--- config.mk ---
export PLATFORM = sky130hd
export DESIGN_NAME = seq_scan_ctrl
export DESIGN_NICKNAME = d
export VERILOG_FILES = /design/src/rtl/seq_scan_ctrl.sv
export SDC_FILE = /design/constraint.sdc
export NUM_CORES = 1
export LEC_CHECK = 0
export BUFFER_PORTS_ARGS = -buffer_cell sky130_fd_sc_hd__buf_2
export CAP_MARGIN = 10
export CORE_UTILIZATION = 43
export DETAILED_ROUTE_END_ITERATION = 16
export PLACE_DENSITY = 0.64
export SYNTH_ARGS = -nofsm -noshare
export SYNTH_HDL_FRONTEND = slang
export SYNTH_SLANG_ARGS = --single-unit
--- constraint.sdc ---
create_clock -name clock -period 4.8 [get_ports clock]
set_input_delay 0.96 -clock clock [delete_from_list [all_inputs] [get_ports clock]]
set_output_delay 0.96 -clock clock [all_outputs]
set_load 0.01 [all_outputs]
--- src/rtl/seq_scan_ctrl.sv ---
// seq_scan_ctrl: feeds a parallel word MSB-first into a serial 1-1-0-1 Mealy
// detector, clearing the detector first, and collects the match results
// (found flag, position of the first match, saturating match count).

module seq_scan_ctrl #(
    parameter int WIDTH = 8,
    parameter int POS_W = 3,
    parameter int CNT_W = 4
) (
    input  logic             clock,
    input  logic             reset,
    input  logic             start,
    input  logic [WIDTH-1:0] data_in,
    output logic             busy,
    output logic             w_out,
    output logic             det_reset,
    input  logic             z_in,
    output logic             done,
    output logic             found,
    output logic [POS_W-1:0] first_pos,
    output logic [CNT_W-1:0] match_count
);

    typedef enum logic [1:0] {
        IDLE  = 2'd0,
        CLEAR = 2'd1,
        SHIFT = 2'd2,
        DONE  = 2'd3
    } state_t;

    // Index of the final shift cycle; the scan leaves SHIFT after this bit.
    localparam logic [POS_W-1:0] LAST_IDX = POS_W'(WIDTH - 1);

    state_t           state_q, state_d;
    logic [WIDTH-1:0] shift_q, shift_d;
    logic [POS_W-1:0] idx_q, idx_d;
    logic             busy_q, busy_d;
    logic             done_q, done_d;
    logic             found_q, found_d;
    logic [POS_W-1:0] first_pos_q, first_pos_d;
    logic [CNT_W-1:0] match_count_q, match_count_d;

    // Match counter increment that sticks at all-ones instead of wrapping.
    function automatic logic [CNT_W-1:0] sat_inc(input logic [CNT_W-1:0] cnt);
        return (&cnt) ? cnt : cnt + CNT_W'(1);
    endfunction

    // Next-state and result update logic for the scan sequence.
    always_comb begin
        state_d       = state_q;
        shift_d       = shift_q;
        idx_d         = idx_q;
        found_d       = found_q;
        first_pos_d   = first_pos_q;
        match_count_d = match_count_q;

        case (state_q)
            IDLE: begin
                if (start) begin
                    state_d = CLEAR;
                    shift_d = data_in;
                end
            end
            CLEAR: begin
                // Results from the previous scan are dropped only here, so
                // they stay readable through DONE and the following IDLE.
                state_d       = SHIFT;
                idx_d         = '0;
                found_d       = 1'b0;
                first_pos_d   = '0;
                match_count_d = '0;
            end
            SHIFT: begin
                shift_d = shift_q << 1;
                idx_d   = idx_q + POS_W'(1);
                // z_in is Mealy: it answers the bit presented in this cycle.
                if (z_in) begin
                    match_count_d = sat_inc(match_count_q);
                    if (!found_q) begin
                        found_d     = 1'b1;
                        first_pos_d = idx_q;
                    end
                end
                if (idx_q == LAST_IDX) begin
                    state_d = DONE;
                    idx_d   = '0;
                end
            end
            DONE: begin
                state_d = IDLE;
            end
            default: begin
                state_d = IDLE;
            end
        endcase

        busy_d = (state_d == CLEAR) || (state_d == SHIFT);
        done_d = (state_d == DONE);
    end

    // Control state and result registers, cleared by reset.
    always_ff @(posedge clock) begin
        if (reset) begin
            state_q       <= IDLE;
            idx_q         <= '0;
            busy_q        <= 1'b0;
            done_q        <= 1'b0;
            found_q       <= 1'b0;
            first_pos_q   <= '0;
            match_count_q <= '0;
        end else begin
            state_q       <= state_d;
            idx_q         <= idx_d;
            busy_q        <= busy_d;
            done_q        <= done_d;
            found_q       <= found_d;
            first_pos_q   <= first_pos_d;
            match_count_q <= match_count_d;
        end
    end

    // Shift register holds data only; it is always reloaded before use.
    always_ff @(posedge clock) begin
        shift_q <= shift_d;
    end

    assign w_out       = (state_q == SHIFT) ? shift_q[WIDTH-1] : 1'b0;
    assign det_reset   = reset || (state_q == CLEAR);
    assign busy        = busy_q;
    assign done        = done_q;
    assign found       = found_q;
    assign first_pos   = first_pos_q;
    assign match_count = match_count_q;

endmodule

==> impl_metrics.env, run 1 <==
export IMPL_outcome="finished clean"
export IMPL_antenna_found_initial=0
export IMPL_clock_sinks=23
export IMPL_regArea_um2=541
export IMPL_die_x_um=53.1
export IMPL_synth_warnings=0
export IMPL_finalSetupTns_ns=0
export IMPL_hold_class="reg2reg"
export IMPL_synth_top_flop_cell="dfxtp_1"
export IMPL_met1_length_um=944
export IMPL_synth_compound_area_frac=0.117
export IMPL_reg2reg_slack_ns=2.25
export IMPL_post_cts_setup_buffer_count=0
export IMPL_grtUsageTotal=0.153
export IMPL_final_layout_size_suffix_gt1_frac=0.328
export IMPL_syn_nets=120
export IMPL_finalSetupViolCount=0
export IMPL_via_count=792
export IMPL_syn_inst=101
export IMPL_areaGrowthSynthToFinish_pct=12.8
export IMPL_end_kind="primary output"
export IMPL_grt_max_degree=26
export IMPL_num_fill_cells=249
export IMPL_start_util=0.454
export IMPL_cp_max_fo=25
export IMPL_antenna_left=0
export IMPL_synth_top_family_by_area="simple AND/OR/NAND/NOR gates"
export IMPL_nets=142
export IMPL_pre_cts_slack_ns=2.17
export IMPL_ctsHoldBuffers=0
export IMPL_die_h_um=53.1
export IMPL_finalHoldViolCount=0
export IMPL_synth_fa_ha_area_frac=0.0779
export IMPL_critical_path_class="reg2out"
export IMPL_arrival_ns=1.84
export IMPL_synth_distinct_cells=31
export IMPL_period_needed_ns=2.80
export IMPL_dp_hpwl_um=1390
export IMPL_route_met2_wl_um=875
export IMPL_clockBufferDepth=2
export IMPL_io_buffers=23
export IMPL_die_area_um2=2820
export IMPL_drt_wl_total_um=1920
export IMPL_pin_count=24
export IMPL_p_leak_uw=0.000503
export IMPL_cts_resized=0
export IMPL_numCtsBuffers=3
export IMPL_rsz0062_at_grt="false"
export IMPL_root_buffer="clkbuf_4"
export IMPL_wl_per_cell_um=12.6
export IMPL_setup_ws_ns=2.00
export IMPL_power_total_uw=597
export IMPL_routed_via_density=5.21
export IMPL_grt_overflow=0
export IMPL_maxSlewViolCount=0
export IMPL_coreArea_um2=2480
export IMPL_rows=18
export IMPL_cellPowerDensity_nw_per_um2=471
export IMPL_tightest_slew_ns=1.06
export IMPL_final_setup_skew_ns=0.00156
export IMPL_synth_simple_area_share=0.179
export IMPL_drt_iter0_drc=15
export IMPL_clkTransAtPathRegs_ns=0.12
export IMPL_synthArstFlopShare=0
export IMPL_vdd_drop_max_v=0.000215
export IMPL_fmax_mhz=357
export IMPL_multi_input_area_um2=529
export IMPL_worstSetupStartpointType="flop"
export IMPL_crit_end="w_out"
export IMPL_grt_pass1_wl_um=3110
export IMPL_finish_utilization=0.512
export IMPL_r2r_start="state_q[0]"
export IMPL_ff2ff_path_depth=4
export IMPL_r2r_end="shift_q[2]"
export IMPL_drc_errors=0
export IMPL_critical_path_required_ns=3.84
export IMPL_h_tree_depth=1
export IMPL_synth_xor_area_frac=0
export IMPL_crit_start="state_q[0]"
export IMPL_synth_mux_area_frac=0.0968
export IMPL_ys_seq_area_frac=0.481
export IMPL_grt_pass1_vias=743
export IMPL_syn_area_per_cell_um2=11.1
export IMPL_place_congestion=0.749
export IMPL_hold_ws_ns=0.480
export IMPL_drt_pass1_iterations=4
export IMPL_drv_cap=0
export IMPL_syn_area_um2=1120
export IMPL_met3_length_um=67
export IMPL_synth_edf_count=8
export IMPL_ys_seq_elements=23
export IMPL_finalCritPeriodShare=0.584
export IMPL_highest_layer="met4"
export IMPL_max_slew_margin=0.284
export IMPL_n_antenna_cell=0
export IMPL_clk_latency_ns=0.31
export IMPL_tritoncts="done"
## synthesized netlist by cell type (all sizes together), types with 2 or more instances
cell    instances  area [um^2]
dfxtp          15          300
nand2b         10         62.6
edfxtp          8          240
ha              7         87.6
mux2            7         78.8
a21oi           5         25.0
inv             5         18.8
nor2b           5         31.3
buf             4         28.8
mux2i           3         30.0
nand2           3         11.3
nand3           3         15.0
nand3b          3         22.5
o21ai           3         15.0
a211oi          2         25.0
a31oi           2         12.5
clkbuf          2         7.51
nand4           2         12.5
nor2            2         7.51
## worst min path at each step
stage / from / cells after the start / endpoint
global route: first_pos[0] / 2 / first_pos[0]
finish: first_pos[0] / 2 / first_pos[0]
CTS: first_pos[0] / 2 / first_pos[0]
detailed placement: first_pos[0] / 2 / first_pos[0]
global placement: first_pos[1] / 2 / first_pos[1]
floorplan: idx_q[1] / 2 / idx_q[1]
## registers in the layout, indices dropped and copies added (netlist names)
name / count
busy: 1
done: 1
shift_q: 8
found: 1
match_count: 4
first_pos: 3
state_q: 2
idx_q: 3
## through the flow
stage	instance area, um^2	instances
floorplan	1120	101
global placement	1240	148
detailed placement	1240	148
CTS	1270	152
global route	1270	152
finish	1270	152
## power breakdown
| part | switching, uW | total [uW] | internal [uW] |
|---|---|---|---|
| logic | 136 | 239 | 103 |
| clock network | 57.7 | 88.8 | 31.1 |
| registers | 13.7 | 269 | 256 |
| total | 207 | 597 | 390 |
## worst max-delay path: stages, from the launching register on
cell and delay (ns):
dfxtp_1 0.34, inv_1 0.10, ha_1 0.74, and2_1 0.23, buf_2 0.12
## layer usage
| layer | vias up | track usage |
|---|---|---|
| li1 | 403 | - |
| met1 | 370 | 0.186 |
| met2 | 15 | 0.257 |
| met3 | 4 | 0.0259 |
| met4 | 0 | 0.0789 |
| met5 | - | 0 |
## kinds of logic after synthesis
| kind of cell | count (synthesis) |
|---|---|
| multiplexers | 10 |
| AND/OR/NAND/NOR | 33 |
| AO/OA/AOI/OAI | 17 |
| buffers and inverters | 11 |
| flip-flops | 23 |
| adder cells (fa/ha/maj) | 7 |
## cell usage in the layout (no fill, tap or decap), drive strengths merged, types with 3 or more instances in the layout
| master | count |
|---|---|
| nand3 | 3 |
| nand2b | 10 |
| inv | 5 |
| clkbuf | 3 |
| o21ai | 3 |
| mux2i | 3 |
| edfxtp | 8 |
| buf | 23 |
| dfxtp | 15 |
| nand3b | 3 |
| nand2 | 3 |
| mux2 | 7 |
| a21oi | 5 |
| nor2b | 5 |
| ha | 7 |
## layout make-up
type | instances | share of cell area
sequential | 23 | 0.426
timing repair buffer | 23 | 0.0907
clock buffer | 3 | 0.0178
clock inverter | 1 | 0.00394
inverter | 5 | 0.0148
tap | 30 | 0.0296
multi-input combinational | 67 | 0.417
Note: power is estimated with default switching activity, not from simulation.
==> inputs of run 2 (changes only) <==
--- a/config.mk
+++ b/config.mk
@@ -9,7 +9,7 @@
 export CAP_MARGIN = 10
 export CORE_UTILIZATION = 43
 export DETAILED_ROUTE_END_ITERATION = 16
-export PLACE_DENSITY = 0.64
+export PLACE_DENSITY = 0.67
 export SYNTH_ARGS = -nofsm -noshare
 export SYNTH_HDL_FRONTEND = slang
 export SYNTH_SLANG_ARGS = --single-unit
==> constraint.sdc (replaced) <==
create_clock -name clock -period 2.3 [get_ports clock]
set_input_delay 0.46 -clock clock [delete_from_list [all_inputs] [get_ports clock]]
set_output_delay 0.46 -clock clock [all_outputs]
set_load 0.01 [all_outputs]
==> run 2 against run 1 <==
Register-to-register slack worse by 1.7 ns. Clock-buffer cell count unchanged. Worst hold slack worse by 0.046 ns. Critical path depth unchanged. Worst setup slack worse by 1.7 ns. Global-route usage rose by 0.52 points. Largest cell class unchanged.
==> impl_metrics.env, run 2 (synthesis gave the netlist of run 1 again) <==
export IMPL_coreArea_um2=2480
export IMPL_finalSetupTns_ns=0
export IMPL_die_x_um=53.1
export IMPL_cts_resized=0
export IMPL_dp_cells=151
export IMPL_start_util=0.454
export IMPL_drt_iter0_drc=11
export IMPL_nets=145
export IMPL_clkTransAtPathRegs_ns=0.13
export IMPL_place_congestion=0.726
export IMPL_die_h_um=53.1
export IMPL_end_kind="primary output"
export IMPL_h_tree_depth=1
export IMPL_grtUsageTotal=0.159
export IMPL_ctsHoldBuffers=0
export IMPL_power_total_uw=1280
export IMPL_pin_count=24
export IMPL_clock_power_share=0.151
export IMPL_clk_latency_ns=0.32
export IMPL_largest_reg_flops=8
export IMPL_cellInternalPower_uw=838
export IMPL_wl_per_cell_um=12.9
export IMPL_power_switching_uw=446
export IMPL_antenna_left=0
export IMPL_maxSlewViolCount=0
export IMPL_num_fill_cells=241
export IMPL_clockBufferDepth=2
export IMPL_final_layout_size_suffix_gt1_frac=0.344
export IMPL_cp_max_fo=14
export IMPL_r2r_start="state_q[0]"
export IMPL_critical_path_required_ns=1.84
export IMPL_grt_overflow=0
export IMPL_finalSetupViolCount=0
export IMPL_mostFrequentLayoutCells="buf_2, dfxtp_1, nand2b_1"
export IMPL_p_comb_frac=0.412
export IMPL_p_sw_frac=0.347
export IMPL_largest_register="shift_q"
export IMPL_multi_input_area_um2=529
export IMPL_final_setup_skew_ns=0.00628
export IMPL_n_antenna_cell=0
export IMPL_dp_hpwl_um=1430
export IMPL_finish_utilization=0.522
export IMPL_die_area_um2=2820
export IMPL_finalNonFillerCells=155
export IMPL_rows=18
export IMPL_final_common_cell="buf_2"
export IMPL_vdd_drop_max_v=0.000511
export IMPL_drc_errors=0
export IMPL_finalCritPeriodShare=0.861
export IMPL_tritoncts="done"
export IMPL_via_count=819
export IMPL_worstSetupStartpointType="flop"
export IMPL_tightest_slew_ns=0.466
export IMPL_rsz0062_at_grt="false"
export IMPL_numCtsBuffers=3
export IMPL_post_cts_setup_buffer_count=0
export IMPL_grt_pass1_wl_um=3180
export IMPL_grt_pass1_vias=750
export IMPL_crit_start="state_q[0]"
export IMPL_fmax_mhz=505
export IMPL_pwr_share_seq=0.437
export IMPL_antenna_found_initial=0
export IMPL_hp_start="data_in[0]"
export IMPL_max_slew_margin=0.689
export IMPL_cellPowerDensity_nw_per_um2=993
export IMPL_routed_via_density=5.28
export IMPL_p_leak_uw=0.000515
export IMPL_critical_path_class="reg2out"
export IMPL_hold_class="in2reg"
export IMPL_io_buffers=23
export IMPL_drt_wl_total_um=2000
export IMPL_finalHoldViolCount=0
export IMPL_regArea_um2=541
export IMPL_period_needed_ns=1.98
export IMPL_clock_sinks=23
export IMPL_drv_cap=0
export IMPL_areaGrowthSynthToFinish_pct=15.0
export IMPL_root_buffer="clkbuf_4"
export IMPL_outcome="finished clean"
export IMPL_grt_max_degree=21
export IMPL_drt_pass1_iterations=4
export IMPL_arrival_ns=1.52
==> run 2: cell count changes in the layout (fill, tap and decap cells not counted), sizes merged <==
cell / delta
buf: +3
clkinvlp: +1
clkinv: -1
==> run 2: metrics by stage <==
step	instance area, um^2	hold WS [ns]	setup WS (ns)
after floorplan	1120	0.462	0.586
after global placement	1260	0.458	0.695
after detailed placement	1260	0.466	0.624
after CTS	1290	0.419	0.307
after global routing	1290	0.421	0.195
final	1290	0.434	0.319
==> run 2: layout make-up <==
| cell class | instances | area share |
|---|---|---|
| multi-input combinational | 67 | 0.409 |
| clock inverter | 1 | 0.00580 |
| clock buffer | 3 | 0.0174 |
| timing repair buffer | 26 | 0.106 |
| inverter | 5 | 0.0145 |
| sequential | 23 | 0.418 |
| tap | 30 | 0.0290 |
==> run 2: layer usage <==
metal  GRT usage  wire, um  vias up
li1            -         -      411
met1       0.180       887      385
met2       0.278      1030       21
met3      0.0259        75        2
met4      0.0877        10        0
met5           0         0        -
==> run 2: final timing paths <==
kind | end | slack, ns | depth (start not counted)
hold reg to reg | first_pos[0] | 0.48 | 2
setup reg to reg | shift_q[7] | 0.59 | 4
hold / removal | shift_q[0] | 0.43 | 2
setup / recovery | w_out | 0.32 | 4
==> run 2: power by group through the flow <==
stage	combinational, uW	sequential, uW	clock [uW]
after global placement	521	571	0
final	529	561	193
after floorplan	414	573	0
after global routing	588	572	216
after detailed placement	529	574	0
after CTS	536	564	202
==> run 2: critical path: stages, from the launching register on <==
cell	delay, ns
dfxtp_1	0.34
inv_1	0.10
ha_1	0.46
and2_1	0.19
buf_2	0.12
